$ cat src/rtl/polyvec_basemul_acc_fsm.sv
// ---------------------------------------------------------------------------
// polyvec_basemul_acc_fsm
//
// Controller for the NTT-domain base-multiply unit. For a job of k polynomial
// pairs it requests k loads of RAM A/B. After each load it runs one compute
// pass that reads every coefficient pair once. The first pass overwrites
// RAM C. Later passes accumulate into RAM C. Writes trail reads by a fixed
// LAT-cycle valid pipeline, which is owned here together with the read and
// write pair counters.
//
// Optional feature, selected by the macro BASEMUL_TOMONT_EN:
//   defined   -> wr_tomont flags every write of the final pass
//   undefined -> wr_tomont is tied low and the pipeline has no tomont bit
//
// Ports:
//   clk, reset   clock; asynchronous active-high reset
//   start        begin a job (accepted only in IDLE or DONE)
//   k_sel        polynomial count, sampled with an accepted start
//   full_in      RAM A/B load complete
//   cal_en       permission to compute (level)
//   busy         high in every state except IDLE and DONE
//   load_pulse   one-cycle request to the loader for the next pair
//   ab_we_ok     RAM A/B write window
//   clear_pulse  one cycle, clears datapath accumulator before each pass
//   rd_valid     pair read strobe; rd_idx is the pair index
//   wr_valid     RAM C write strobe; wr_idx is the pair index
//   wr_acc       0 = overwrite, 1 = accumulate into RAM C
//   wr_tomont    apply Montgomery conversion on this write
//   poly_idx     current polynomial number
//   done         level, job complete
//   err          one-cycle pulse, start rejected
// ---------------------------------------------------------------------------
module polyvec_basemul_acc_fsm #(
  parameter int DEPTH = 8,
  parameter int LAT   = 5,
  parameter int KMAX  = 4,
  parameter int KW    = 3
) (
  input  logic             clk,
  input  logic             reset,
  input  logic             start,
  input  logic [KW-1:0]    k_sel,
  input  logic             full_in,
  input  logic             cal_en,
  output logic             busy,
  output logic             load_pulse,
  output logic             ab_we_ok,
  output logic             clear_pulse,
  output logic             rd_valid,
  output logic [DEPTH-2:0] rd_idx,
  output logic             wr_valid,
  output logic [DEPTH-2:0] wr_idx,
  output logic             wr_acc,
  output logic             wr_tomont,
  output logic [KW-1:0]    poly_idx,
  output logic             done,
  output logic             err
);

  localparam int IW = DEPTH - 1;

  localparam logic [2:0] S_IDLE      = 3'd0;
  localparam logic [2:0] S_LOAD      = 3'd1;
  localparam logic [2:0] S_LOAD_WAIT = 3'd2;
  localparam logic [2:0] S_ARMED     = 3'd3;
  localparam logic [2:0] S_ISSUE     = 3'd4;
  localparam logic [2:0] S_DRAIN     = 3'd5;
  localparam logic [2:0] S_DONE      = 3'd6;

  localparam logic [IW-1:0] IDX_ONE  = IW'(1);
  localparam logic [IW-1:0] IDX_LAST = {IW{1'b1}};
  localparam logic [KW-1:0] K_ONE    = KW'(1);
  localparam logic [KW-1:0] K_MAX    = KW'(KMAX);

  logic [2:0]    state_q, state_d;
  logic [KW-1:0] k_last_q, k_last_d;   // k-1, the index of the final pass
  logic [KW-1:0] poly_q, poly_d;
  logic [IW-1:0] rd_cnt_q, rd_cnt_d;
  logic [IW-1:0] rd_idx_q, rd_idx_d;
  logic [IW-1:0] wr_cnt_q;
  logic          rd_valid_q, rd_valid_d;
  logic          err_q, err_d;
  logic          clear_q, clear_d;
  logic          busy_q, load_q, abwe_q, done_q;
  logic          k_ok;
  logic [LAT-1:0] vld_q;
  logic [LAT-1:0] acc_q;

  always_comb begin
    state_d    = state_q;
    k_last_d   = k_last_q;
    poly_d     = poly_q;
    rd_cnt_d   = rd_cnt_q;
    rd_idx_d   = rd_idx_q;
    rd_valid_d = 1'b0;
    err_d      = 1'b0;
    clear_d    = 1'b0;
    k_ok       = (k_sel != '0) && (k_sel <= K_MAX);
    case (state_q)
      S_IDLE, S_DONE: begin
        if (start) begin
          if (k_ok) begin
            state_d  = S_LOAD;
            k_last_d = k_sel - K_ONE;
            poly_d   = '0;
          end else begin
            err_d = 1'b1;
          end
        end
      end
      S_LOAD:      state_d = S_LOAD_WAIT;
      S_LOAD_WAIT: if (full_in) state_d = S_ARMED;
      S_ARMED: begin
        if (cal_en) begin
          clear_d  = 1'b1;
          rd_cnt_d = '0;
          state_d  = S_ISSUE;
        end
      end
      S_ISSUE: begin
        rd_valid_d = 1'b1;
        rd_idx_d   = rd_cnt_q;
        rd_cnt_d   = rd_cnt_q + IDX_ONE;
        if (rd_cnt_q == IDX_LAST) state_d = S_DRAIN;
      end
      S_DRAIN: begin
        // rd_valid_q is the pipeline's entry stage, so it counts as in flight.
        if (!rd_valid_q && (vld_q == '0)) begin
          if (poly_q == k_last_q) begin
            state_d = S_DONE;
          end else begin
            poly_d  = poly_q + K_ONE;
            state_d = S_LOAD;
          end
        end
      end
      default: state_d = S_IDLE;
    endcase
  end

  // Level outputs are decoded from the next state so that they line up with
  // the state register while still coming straight from flops.
  always_ff @(posedge clk or posedge reset) begin
    if (reset) begin
      state_q    <= S_IDLE;
      k_last_q   <= '0;
      poly_q     <= '0;
      rd_cnt_q   <= '0;
      rd_idx_q   <= '0;
      rd_valid_q <= 1'b0;
      err_q      <= 1'b0;
      clear_q    <= 1'b0;
      busy_q     <= 1'b0;
      load_q     <= 1'b0;
      abwe_q     <= 1'b0;
      done_q     <= 1'b0;
    end else begin
      state_q    <= state_d;
      k_last_q   <= k_last_d;
      poly_q     <= poly_d;
      rd_cnt_q   <= rd_cnt_d;
      rd_idx_q   <= rd_idx_d;
      rd_valid_q <= rd_valid_d;
      err_q      <= err_d;
      clear_q    <= clear_d;
      busy_q     <= (state_d != S_IDLE) && (state_d != S_DONE);
      load_q     <= (state_d == S_LOAD);
      abwe_q     <= (state_d == S_LOAD) || (state_d == S_LOAD_WAIT);
      done_q     <= (state_d == S_DONE);
    end
  end

  // Write-side pipeline: stage 0 captures the registered read strobe, so the
  // last stage is rd_valid delayed by exactly LAT cycles.
  always_ff @(posedge clk or posedge reset) begin
    if (reset) begin
      vld_q    <= '0;
      acc_q    <= '0;
      wr_cnt_q <= '0;
    end else begin
      for (int i = LAT - 1; i > 0; i--) begin
        vld_q[i] <= vld_q[i-1];
        acc_q[i] <= acc_q[i-1];
      end
      vld_q[0] <= rd_valid_q;
      acc_q[0] <= rd_valid_q && (poly_q != '0);
      if (vld_q[LAT-1]) wr_cnt_q <= wr_cnt_q + IDX_ONE;
    end
  end

`ifdef BASEMUL_TOMONT_EN
  logic [LAT-1:0] tm_q;

  always_ff @(posedge clk or posedge reset) begin
    if (reset) begin
      tm_q <= '0;
    end else begin
      for (int i = LAT - 1; i > 0; i--) tm_q[i] <= tm_q[i-1];
      tm_q[0] <= rd_valid_q && (poly_q == k_last_q);
    end
  end

  assign wr_tomont = tm_q[LAT-1];
`else
  assign wr_tomont = 1'b0;
`endif

  assign busy        = busy_q;
  assign load_pulse  = load_q;
  assign ab_we_ok    = abwe_q;
  assign clear_pulse = clear_q;
  assign rd_valid    = rd_valid_q;
  assign rd_idx      = rd_idx_q;
  assign wr_valid    = vld_q[LAT-1];
  assign wr_idx      = wr_cnt_q;
  assign wr_acc      = acc_q[LAT-1];
  assign poly_idx    = poly_q;
  assign done        = done_q;
  assign err         = err_q;

endmodule

$ cat config.mk
export PLATFORM = sky130hd
export DESIGN_NAME = polyvec_basemul_acc_fsm
export DESIGN_NICKNAME = d
export VERILOG_FILES = /design/src/rtl/polyvec_basemul_acc_fsm.sv
export SDC_FILE = /design/constraint.sdc
export NUM_CORES = 1
export LEC_CHECK = 0
export CAP_MARGIN = 15
export CORE_MARGIN = 4
export CORE_UTILIZATION = 63
export CTS_BUF_LIST = sky130_fd_sc_hd__clkbuf_4 sky130_fd_sc_hd__clkbuf_8
export DETAILED_ROUTE_END_ITERATION = 16
export DONT_BUFFER_PORTS = 1
export GPL_ROUTABILITY_DRIVEN = 0
export PLACE_DENSITY = 0.87
export RECOVER_POWER = 25
export SYNTH_ARGS = -nofsm -noshare
export SYNTH_HDL_FRONTEND = slang
export SYNTH_SLANG_ARGS = --single-unit
$ cat constraint.sdc
create_clock -name clk -period 4.8 [get_ports clk]
set_input_delay 1.2 -clock clk [delete_from_list [all_inputs] [get_ports clk]]
set_output_delay 1.2 -clock clk [all_outputs]
set_load 0.02 [all_outputs]
# Word level (Yosys, flattened, before mapping)
# Index checks and enable logic that the tools add are counted.
# classes
n_reduce_logical	17
n_mux	21
add_sub_neg	4
n_eq_ne	17
order_cmp	1
# op_table
operator	n
$mux 3	11
$pmux 3 s6	1
$add 7x1->7 const B	2
$pmux 7 s2	1
$eq 3x3->1 const B	4
$ne 2x2->1 const B	5
$eq 3x2->1 const B	3
$reduce_bool 3->1	3
$eq 7x7->1 const B	1
$mux 7	1
$eq 3x1->1 const B	2
$mux 1	6
$pmux 3 s2	1
$logic_not 5->1	1
$reduce_and 5->1	1
$logic_and 1x1->1	4
$reduce_bool 2->1	2
$add 3x1->3 const B	1
$eq 3x3->1	1
$le 3x3->1 const B	1
$logic_not 3->1	1
$ne 3x3->1 const B	1
$reduce_and 3->1	1
$sub 3x1->3 const B	1
4 further kinds	4
# word_totals
out_inout_bits	27
inputBits	8
ff_bits	47
elab_cells	75

# Logic depth before layout (Yosys ltp)
# Gate-level depths: netlist of run 1.
# depth
ltp_word	7
depth_mapped	9
ltp_nobuf	8

# Worst setup path after synthesis of run 1
# No wires, ideal clock.
# synth_path
kind	input to register
from	input port k_sel[0]
to	register poly_q[0] (netlist: poly_idx[0])
stages	8
setup_slack_ns	2.036
t_required_ns	4.666
arrival_ns	2.630
path_cell_list	inv_1 ha_1 xnor2_1 a21oi_1 or4_1 buf_2 nor3_4 a21oi_2
# synth_via
elab_chain_cells	4
word_cells_on_any_way	5
cone_classes	order compare: 1; eq/ne: 1; reduce/logical: 3
# synth_rtl
item	line_no	source
from (decl)	42	input logic [KW-1:0] k_sel,
$le 3x3->1 / $reduce_bool 3->1 (equally long branches)	98	k_ok = (k_sel != '0) && (k_sel <= K_MAX);
$logic_and 1x1->1 *	98	
$ne 2x2->1 (no line) *	n/a	
$reduce_and 5->1 (no line) *	n/a	
to (signal assigned)	160	poly_q <= poly_d;
to (decl)	77	logic [KW-1:0] poly_q, poly_d;
# Every way passes the cells marked *; elsewhere a longest branch is shown, timed or not.
# A chain may end at the register's enable or synchronous reset.

# Worst setup path after layout of run 1
# Same ends and word-level chain as after synthesis.

==> summary.md, run 1 <==
| Metric | Value |
|---|---|
| Largest net degree at the start of global routing | 32 |
| Worst-Skew Late Latency | 0.36 ns |
| Least-Margin Pin Slew | 0.5548 ns |
| CTS Buf Count | 5 |
| TNS Setup | 0 ns |
| Worst-path fanout max | 5 |
| Critical path start-end classification | in -> reg |
| Chip Height | 63.68 um |
| PostCTS Resize Cnt | 0 |
| H-tree levels | 2 |
| Clock buffer depth | 2 |
| Starting DRT DRC Count | 50 |
| Netlist cell types | 36 |
| # setup viols final | 0 |
| EDFF count, synth | 0 |
| Initial antenna violation count | 0 |
| Syn_nets | 191 |
| Max-cap check violation count | 0 |
| Max Transition Viols Final | 0 |
| Final min period | 2.550 ns |
| # DRC | 0 |
| Top_reg_cell synth | dfrtp_1 |
| Die X | 63.68 um |
| Period utilization | 53.12% |
| Pre-antenna DRT Iters | 4 |
| Gate Count Post-Synth | 178 |
| Fraction of layout cells with a size suffix above 1 | 9.392% |
| Setup bufs post-CTS | 0 |
| Status | completed |
| Worst hold-check path type | reg -> reg |
| Port Buffer Count | 0 |
| Yosys reg bits | 47 |
| Drt wl/cell | 15.95 um |
| DRT Wirelength | 3381 um |
| Vias in the first global route | 1304 |
| Critical Path Source Type | primary input |
| Row cnt | 19 |
| P&R area growth vs syn | 4.933% |
| Via density | 5.976 |
| Peak supply drop | 0.4221 mV |
| Core Box Area | 2853 um^2 |
| GRT Residual Overflow | 0 |
| Clock root cell | clkbuf_4 |
| Hold_buf cts | 0 |
| Unrepaired setup endpoints after global routing | no |
| Headroom to the max-slew limit | 62.79% |
| Placed inst area | 1968 um^2 |
| Die area | 4055 um^2 |
| CTS tree | built |
| Initial core utilization | 68.46% |
| Netlist Area Pre-Place | 1953 um^2 |
| Total number of vias | 1267 |
| Final #Nets | 193 |
| Lkg Pwr | 1.019 nW |
| Worst Path Arrival | 2.80 ns |
| ANT cells | 0 |
| Final Skew | 0.01941 ns |
| Number of routed nets with antenna violations | 0 |
| Max Clock Freq | 0.3922 GHz |
| Clk slew on worst S/H paths | 0.14 ns |
| All-layer global routing usage | 19.08% |
| WP data required | 5.05 ns |
| Power density cells | 604.3 nW/um^2 |
| Finished layout cell area | 2049 um^2 |
| Yosys Warn Count | 0 |
| Share of flip-flops with an asynchronous set or reset | 100.0% |
| Synthesized area per cell | 10.97 um^2 |
| Post-DP HPWL | 2502 um |
| Post-synthesis sequential area ratio | 60.22% |
| Fin. Hold Viols | 0 |
| Clock sink total | 47 |
| Global-route wire length before repair | 5989 um |
| Critical path endpoint category | flip-flop |
| IO Pins | 35 |
[worst paths after layout]
path | start | endpoint | slack [ns] | cells past startpoint
min reg2reg | acc_q[1]$_DFF_PP0_ | acc_q[2]$_DFF_PP0_ | 0.36 | 0
max | k_sel[0] | poly_idx[0]$_DFFE_PP0P_ | 2.25 | 7
max in group asynchronous | reset | rd_cnt_q[3]$_DFFE_PP0P_ | 3.38 | 2
min | acc_q[1]$_DFF_PP0_ | acc_q[2]$_DFF_PP0_ | 0.36 | 0
min in group asynchronous | reset | wr_idx[2]$_DFFE_PP0P_ | 0.69 | 1
max reg2reg | state_q[2]$_DFF_PP0_ | poly_idx[0]$_DFFE_PP0P_ | 2.51 | 5
[state kept, by name, summed over array words and instances, names as in the netlist]
| name | count |
|---|---|
| done | 1 |
| rd_cnt_q | 7 |
| load_pulse | 1 |
| k_last_q | 3 |
| rd_valid | 1 |
| err | 1 |
| ab_we_ok | 1 |
| vld_q | 5 |
| poly_idx | 3 |
| acc_q | 5 |
| state_q | 3 |
| wr_idx | 7 |
| clear_pulse | 1 |
| rd_idx | 7 |
| busy | 1 |
[cell usage in the layout, fill, tap and decap left out, types with 2 or more instances in the layout]
master / netlist / layout
dfrtp_1: 47 / 47
nand2_1: 35 / 35
nor2_1: 11 / 11
xnor2_1: 10 / 10
inv_1: 8 / 7
o21ai_0: 7 / 7
a21oi_1: 6 / 6
ha_1: 5 / 5
clkbuf_4: 0 / 5
nand3_1: 4 / 4
and3_1: 4 / 4
nand4_1: 3 / 3
xor2_1: 3 / 3
a211oi_1: 3 / 3
nand2b_1: 3 / 3
nor2b_1: 3 / 3
clkinv_4: 1 / 2
nor3_4: 2 / 2
or2_1: 2 / 2
[power by group]
group	total, W	switching (W)	internal, W
clock	0.000234	0.000125	0.000110
sequential	0.000704	0.000199	0.000505
combinational	0.000300	0.000170	0.000130
[stage by stage]
step                      cells  utilization (%)  total power (W)  hold slack, ns  setup slack [ns]
after global routing        212            71.84         0.001329          0.3727             2.182
after CTS                   212            71.84         0.001245          0.3662             2.251
after floorplan             178                -        0.0009345          0.3312             2.036
after detailed placement    204            68.99         0.001012          0.3355             1.861
after global placement      204            68.99        0.0009829          0.3360             1.955
final                       212            71.84         0.001238          0.3643             2.250
[cells by family (layout without fill, tap and decap cells)]
kind of cell | count (synthesis) | count (layout) | share of synthesized area (%)
compound gates | 21 | 21 | 6.599
xor+xnor | 13 | 13 | 5.830
fa+ha+maj | 5 | 5 | 3.203
buf+inv | 16 | 19 | 3.908
flops | 47 | 47 | 60.22
mux | 2 | 2 | 1.089
other cells | 1 | 1 | 0.1920
simple gates | 73 | 73 | 18.96
[cell usage after synthesis, types with 4 or more instances]
cell type / instances / area share, %
o21ai_0: 7 / 1.8
nand2_1: 35 / 6.7
inv_1: 8 / 1.5
a21oi_1: 6 / 1.5
dfrtp_1: 47 / 60
and3_1: 4 / 1.3
nor2_1: 11 / 2.1
nand3_1: 4 / 1.0
ha_1: 5 / 3.2
xnor2_1: 10 / 4.5
[cell type report]
cell class / instances / area [um^2]
flip-flops and latches: 47 / 1176
fillers: 205 / 803.3
multi-input cells: 115 / 700.7
inverters: 10 / 45.04
clock inverters: 3 / 43.79
well taps: 31 / 38.79
clock buffers: 5 / 37.54
repair buffers: 1 / 7.507
[worst max-delay path, stage by stage]
cell and delay, ns:
inv_1 0.02, ha_1 0.20, xnor2_1 0.26, a21oi_1 0.12, or4_1 0.64, nor3_4 0.28, a21oi_2 0.08
[routing by layer]
metal / vias to the layer above / track usage (%) / routed length (um) / share of wire [%]
li1: 585 / - / - / -
met1: 619 / 23.40 / 1403 / 41
met2: 52 / 29.60 / 1617 / 48
met3: 11 / 8.348 / 273 / 8.1
met4: 0 / 7.547 / 87 / 2.6
met5: - / 0 / 0 / 0
Power figures use the tool's default switching activity.
==> inputs of run 2 (changes only) <==
clock period = 2.47 ns   (was 4.8 ns; I/O delays follow)
==> run 2 against run 1 <==
Register-to-register slack worse by 2.3 ns. Clock power up 91%. Utilization rose by 0.57 points. Clock skew is 0.0095 ns lower. Setup slack got worse by 2.1 ns. Critical endpoint unchanged. Highest routed layer unchanged.
==> summary.md, run 2 (same netlist as run 1, synthesis figures left out) <==
| Metric | Value |
|---|---|
| Status | completed |
| Worst-Skew Late Latency | 0.36 ns (about the same) |
| Initial core utilization | 68.46% (unchanged) |
| Max-cap check violation count | 0 (unchanged) |
| Via density | 5.944 (-0.54%) |
| Power density cells | 1181 nW/um^2 (+95%) |
| Fraction of layout cells with a size suffix above 1 | 9.783% (+0.39 points) |
| Vias in the first global route | 1333 (+2.2%) |
| Clock sink total | 47 (unchanged) |
| Drt wl/cell | 17.39 um (+9.0%) |
| Fin. Hold Viols | 0 (unchanged) |
| Max Clock Freq | 0.4398 GHz |
| Final min period | 2.274 ns |
| DRT Wirelength | 3739 um (+11%) |
| Slowest stage delay, CP | 0.56 ns (-0.08 ns) |
| CP startpoint | vld_q[0]$_DFF_PP0_ |
| H-tree levels | 2 (unchanged) |
| Cell mode on critical path | nor3_4 |
| Max Transition Viols Final | 0 (unchanged) |
| Clock buffer depth | 2 (unchanged) |
| Final Skew | 0.009870 ns (-0.009537 ns) |
| Slowest stage cell, crit path | or4_1 |
| Period utilization | 92.06% |
| All-layer global routing usage | 21.10% (+2.0 points) |
| Worst r2r src | vld_q[0]$_DFF_PP0_ |
| Critical path endpoint category | flip-flop |
| Global-route wire length before repair | 6423 um (+7.2%) |
| IO Pins | 35 (unchanged) |
| Lkg Pwr | 1.023 nW (+0.40%) |
| Unrepaired setup endpoints after global routing | no |
| Total number of vias | 1278 (+0.87%) |
| CTS tree | built |
| P&R area growth vs syn | 5.765% |
| Delay-heaviest family, CP | simple AND/OR/NAND/NOR gates |
| Chip Height | 63.68 um (unchanged) |
| Worst-path fanout max | 5 (unchanged) |
| Worst Path Arrival | 2.52 ns (-0.28 ns) |
| Pre-antenna DRT Iters | 4 (unchanged) |
| PostCTS Resize Cnt | 0 (unchanged) |
| Reg2Reg Depth | 6 (+1) |
| Post-layout util | 72.41% (+0.57 points) |
| Largest net degree at the start of global routing | 22 (-31%) |
| Peak supply drop | 0.8126 mV (+93%) |
| Starting DRT DRC Count | 44 (-12%) |
| Critical path start-end classification | reg -> reg |
| WP data required | 2.71 ns (-2.34 ns) |
| Clock root cell | clkbuf_4 |
| Port Buffer Count | 0 (unchanged) |
| # DRC | 0 (unchanged) |
| TNS Setup | 0 ns (unchanged) |
| # setup viols final | 0 (unchanged) |
| Clk slew on worst S/H paths | 0.13 ns (about the same) |
| RR Endpoint | poly_idx[0]$_DFFE_PP0P_ |
| GRT Residual Overflow | 0 (unchanged) |
| Least-Margin Pin Slew | 0.6903 ns (+0.1355 ns) |
| Initial antenna violation count | 0 (unchanged) |
| Hold_ws | 0.1411 ns (-0.2233 ns) |
| Final #Nets | 197 (+2.1%) |
| Die area | 4055 um^2 (unchanged) |
| Row cnt | 19 (unchanged) |
| Post-DP HPWL | 2669 um (+6.7%) |
| CP Cell Sequence | or4_4, nor3_4, a21oi_1, or4_1, nor3_4, a21oi_2 |
| CTS Buf Count | 5 (unchanged) |
| Number of routed nets with antenna violations | 0 (unchanged) |
| Core Box Area | 2853 um^2 (unchanged) |
| Die X | 63.68 um (unchanged) |
| Flop2flop setup slack | 0.20 ns (-2.31 ns) |
| Headroom to the max-slew limit | 53.70% (-9.1 points) |
| ANT cells | 0 (unchanged) |
| Most common cell after layout, fill and taps aside | dfrtp_1 |
| Most frequent cells in the layout | 47 x dfrtp_1, 35 x nand2_1, 11 x nor2_1 |
| CP Buf/Inv Count | 0 (-1) |
| Hold_buf cts | 0 (unchanged) |
| Worst hold-check path type | in -> async |
| Critical Path Source Type | flip-flop |
| Setup bufs post-CTS | 0 (unchanged) |
==> run 2: routing by layer <==
layer / part of all wire, % / vias up / track usage, %
met2: 47 / 46 / 32.72
met5: 0 / - / 0
li1: - / 590 / -
met1: 43 / 628 / 25.18
met4: 3.7 / 0 / 12.40
met3: 6.8 / 14 / 7.638
==> run 2: how the worst max path moves through the flow <==
stage                                    to  slack, ns  depth (start not counted)
finish              poly_idx[0]$_DFFE_PP0P_       0.20                          6
global route        poly_idx[0]$_DFFE_PP0P_       0.14                          6
CTS                 poly_idx[0]$_DFFE_PP0P_       0.19                          6
detailed placement  poly_idx[0]$_DFFE_PP0P_       0.08                          7
global placement    poly_idx[0]$_DFFE_PP0P_       0.22                          7
floorplan           poly_idx[0]$_DFFE_PP0P_       0.29                          8
==> run 2: area by class of cell <==
cell class	instances	area (um^2)
Clock inverter	2	37.54
Tap cell	31	38.79
Inverter	10	45.04
Fill cell	199	787.0
Multi-Input combinational cell	115	700.7
Sequential cell	47	1176
Clock buffer	5	37.54
Timing Repair Buffer	5	30.03
==> run 2: where the power goes <==
part,internal (W),switching (W),total [W]
clock,0.000208,0.000239,0.000447
sequential,0.000981,0.000380,0.00136
combinational,0.000265,0.000367,0.000632
total,0.00145,0.000987,0.00244
==> run 2: per-stage QoR <==
stage | area (um^2) | setup WS, ns | instances | power [W]
after global placement | 1998 | 0.2161 | 208 | 0.001926
after global routing | 2066 | 0.1413 | 215 | 0.002596
final | 2066 | 0.1962 | 215 | 0.002440
after floorplan | 1953 | 0.2888 | 178 | 0.001816
after detailed placement | 1998 | 0.08246 | 208 | 0.001994
after CTS | 2073 | 0.1907 | 215 | 0.002457
==> inputs of run 3 (changes only) <==
CORE_UTILIZATION = 43   (was 63)
PLACE_DENSITY = 0.66   (was 0.87)
==> run 3 against run 2 <==
Setup slack improved by 0.077 ns. Critical path type unchanged. Combinational power decreased by 10%. Largest cell class unchanged. First-iteration DRC count up 43%. Non-clock buffer count shrank 2. Critical endpoint unchanged. Register-to-register slack improved by 0.08 ns. Wire length shrank 12%. Hold slack improved by 0.21 ns. Sequential power barely moved. Sequential share of layout area down 1.1 points. Clock power rose by 7.2%. Utilization shrank 24 points. Critical path depth unchanged. Highest routed layer unchanged.
==> summary.md, run 3 (same netlist as run 1, synthesis figures left out) <==
| Metric | Value |
|---|---|
| Status | completed |
| Max Transition Viols Final | 0 (unchanged) |
| Sequential share of power | 56.5% (+0.7 points) |
| Die X | 75.40 um (+18%) |
| # setup viols final | 0 (unchanged) |
| PostCTS Resize Cnt | 0 (unchanged) |
| GRT Residual Overflow | 0 (unchanged) |
| Final min period | 2.197 ns (-0.07681 ns) |
| Die area | 5684 um^2 (+40%) |
| Initial antenna violation count | 0 (unchanged) |
| TNS Setup | 0 ns (unchanged) |
| Flop2flop setup slack | 0.27 ns (+0.08 ns) |
| Largest net degree at the start of global routing | 27 (+23%) |
| Drt wl/cell | 14.01 um (-19%) |
| Worst-path fanout max | 5 (unchanged) |
| P&R area growth vs syn | 7.944% |
| Least-Margin Pin Slew | 0.9327 ns (+0.2425 ns) |
| Most frequent cells in the layout | 47 x dfrtp_1, 35 x nand2_1, 11 x nor2_1 |
| Headroom to the max-slew limit | 37.75% (-16 points) |
| Vias in the first global route | 1180 (-11%) |
| Int Power | 0.001466 W (+0.90%) |
| Reg2Reg Depth | 6 (unchanged) |
| Global routing's busiest layer | met2 |
| Chip Height | 75.40 um (+18%) |
| Port Buffer Count | 0 (unchanged) |
| Setup bufs post-CTS | 0 (unchanged) |
| RR Endpoint | poly_idx[0]$_DFFE_PP0P_ |
| Net switching power | 0.0009381 W (-4.9%) |
| Critical Path Source Type | flip-flop |
| CTS tree | built |
| Via density | 5.119 (-14%) |
| H-tree levels | 2 (unchanged) |
| Grt met2 use | 19.75% (-13 points) |
| Initial core utilization | 44.55% (-24 points) |
| Most common cell after layout, fill and taps aside | dfrtp_1 |
| Lkg Pwr | 1.034 nW (+1.1%) |
| Clock sink total | 47 (unchanged) |
| All-layer global routing usage | 13.05% (-8.1 points) |
| Post-DP HPWL | 2393 um (-10%) |
| Clk pwr share | 19.9% (+1.6 points) |
| Final #Nets | 195 (-1.0%) |
| Met3 usage | 6.464% (-1.2 points) |
| Clock buffer depth | 2 (unchanged) |
| Unrepaired setup endpoints after global routing | no |
| Peak supply drop | 0.6525 mV (-20%) |
| Worst-Skew Late Latency | 0.29 ns (-0.07 ns) |
| CP startpoint | rd_valid$_DFF_PP0_ |
| Logic gate share of total power | 23.6% (-2.3 points) |
| Max Clock Freq | 0.4552 GHz (+3.5%) |
| Max-cap check violation count | 0 (unchanged) |
| Clk slew on worst S/H paths | 0.09 ns (-0.04 ns) |
| Worst Setup EP | poly_idx[0]$_DFFE_PP0P_ |
| Net Sw Frac | 39.02% (-1.4 points) |
| Period utilization | 88.95% (-3.1 points) |
| Row cnt | 24 (+5) |
| Global-route wire length before repair | 5395 um (-16%) |
| Fraction of layout cells with a size suffix above 1 | 10.38% (+0.60 points) |
| Worst Path Arrival | 2.37 ns (-0.15 ns) |
| Worst r2r src | rd_valid$_DFF_PP0_ |
| Fin. Hold Viols | 0 (unchanged) |
| Final Non-Filler Cells | 235 (+9.3%) |
| Clock root cell | clkbuf_8 |
| ANT cells | 0 (unchanged) |
| CTS Buf Count | 5 (unchanged) |
| Total number of vias | 1203 (-5.9%) |
| # DRC | 0 (unchanged) |
| Hold path depth | 0 |
| IO Pins | 35 (unchanged) |
| Critical path start-end classification | reg -> reg |
| Hold_buf cts | 0 (unchanged) |
| Number of routed nets with antenna violations | 0 (unchanged) |
| Power density cells | 1140 nW/um^2 (-3.4%) |
| Final Skew | 0.006626 ns (-0.003244 ns) |
| Worst hold-check path type | reg -> reg |
| Placed cell count | 227 (+9.1%) |
| Core Box Area | 4384 um^2 (+54%) |
| DRT Wirelength | 3292 um (-12%) |
| WP data required | 2.65 ns (-0.06 ns) |
| Pre-antenna DRT Iters | 4 (unchanged) |
| GRT met1 Usage | 15.90% (-9.3 points) |
| Starting DRT DRC Count | 63 (+43%) |
| Critical path endpoint category | flip-flop |
## run 3: cell count changes in the layout (fill, tap and decap cells not counted), sizes merged
cell	previous run	this run
clkbuf	7	6
bufinv	1	0
inv	8	9
## run 3: worst max-delay path, stage by stage (launching register included)
cell and delay, ns:
dfrtp_1 0.49, or4_4 0.46, nor3_4 0.16, a21oi_1 0.08
or4_1 0.53, nor3_4 0.28, a21oi_2 0.08
## run 3: final cells by class
type / instances / area [um^2]
clock buffer: 6 / 82.58
sequential: 47 / 1176
timing repair buffer: 3 / 22.52
tap: 52 / 65.06
fill: 397 / 2276
inverter: 10 / 45.04
multi-input combinational: 115 / 700.7
clock inverter: 2 / 16.27
## run 3: worst min path at each step
stage / end / slack [ns] / start
after detailed placement: acc_q[4]$_DFF_PP0_ / 0.34 / acc_q[3]$_DFF_PP0_
after global placement: acc_q[4]$_DFF_PP0_ / 0.34 / acc_q[3]$_DFF_PP0_
after CTS: rd_valid$_DFF_PP0_ / 0.24 / reset
after floorplan: acc_q[1]$_DFF_PP0_ / 0.33 / acc_q[0]$_DFF_PP0_
after global routing: acc_q[2]$_DFF_PP0_ / 0.36 / acc_q[1]$_DFF_PP0_
final: acc_q[4]$_DFF_PP0_ / 0.35 / acc_q[3]$_DFF_PP0_
## run 3: stage by stage
step	area (um^2)	utilization (%)	hold WS, ns	setup WS (ns)	power, W
floorplan	1953	-	0.3312	0.2888	0.001816
global placement	2009	45.83	0.3364	0.1977	0.001929
detailed placement	2009	45.83	0.3373	0.1336	0.001941
CTS	2108	48.09	0.2405	0.2534	0.002437
global route	2108	48.09	0.3624	0.1758	0.002593
finish	2108	48.09	0.3507	0.2730	0.002404
## run 3: metal layers
metal  vias up  share of wire [%]
met5         -                  0
met4         0                2.0
met3         7                8.6
met2        34                 45
met1       579                 44
li1        583                  -
## run 3: power by group through the flow
stage | Sequential [W] | Clock, W | Combinational [W]
2_1_floorplan | 0.00130 | 0 | 0.000512
3_3_place_gp | 0.00137 | 0 | 0.000558
3_5_place_dp | 0.00138 | 0 | 0.000566
4_1_cts | 0.00136 | 0.000498 | 0.000574
5_1_grt | 0.00140 | 0.000538 | 0.000656
6_report | 0.00136 | 0.000479 | 0.000567
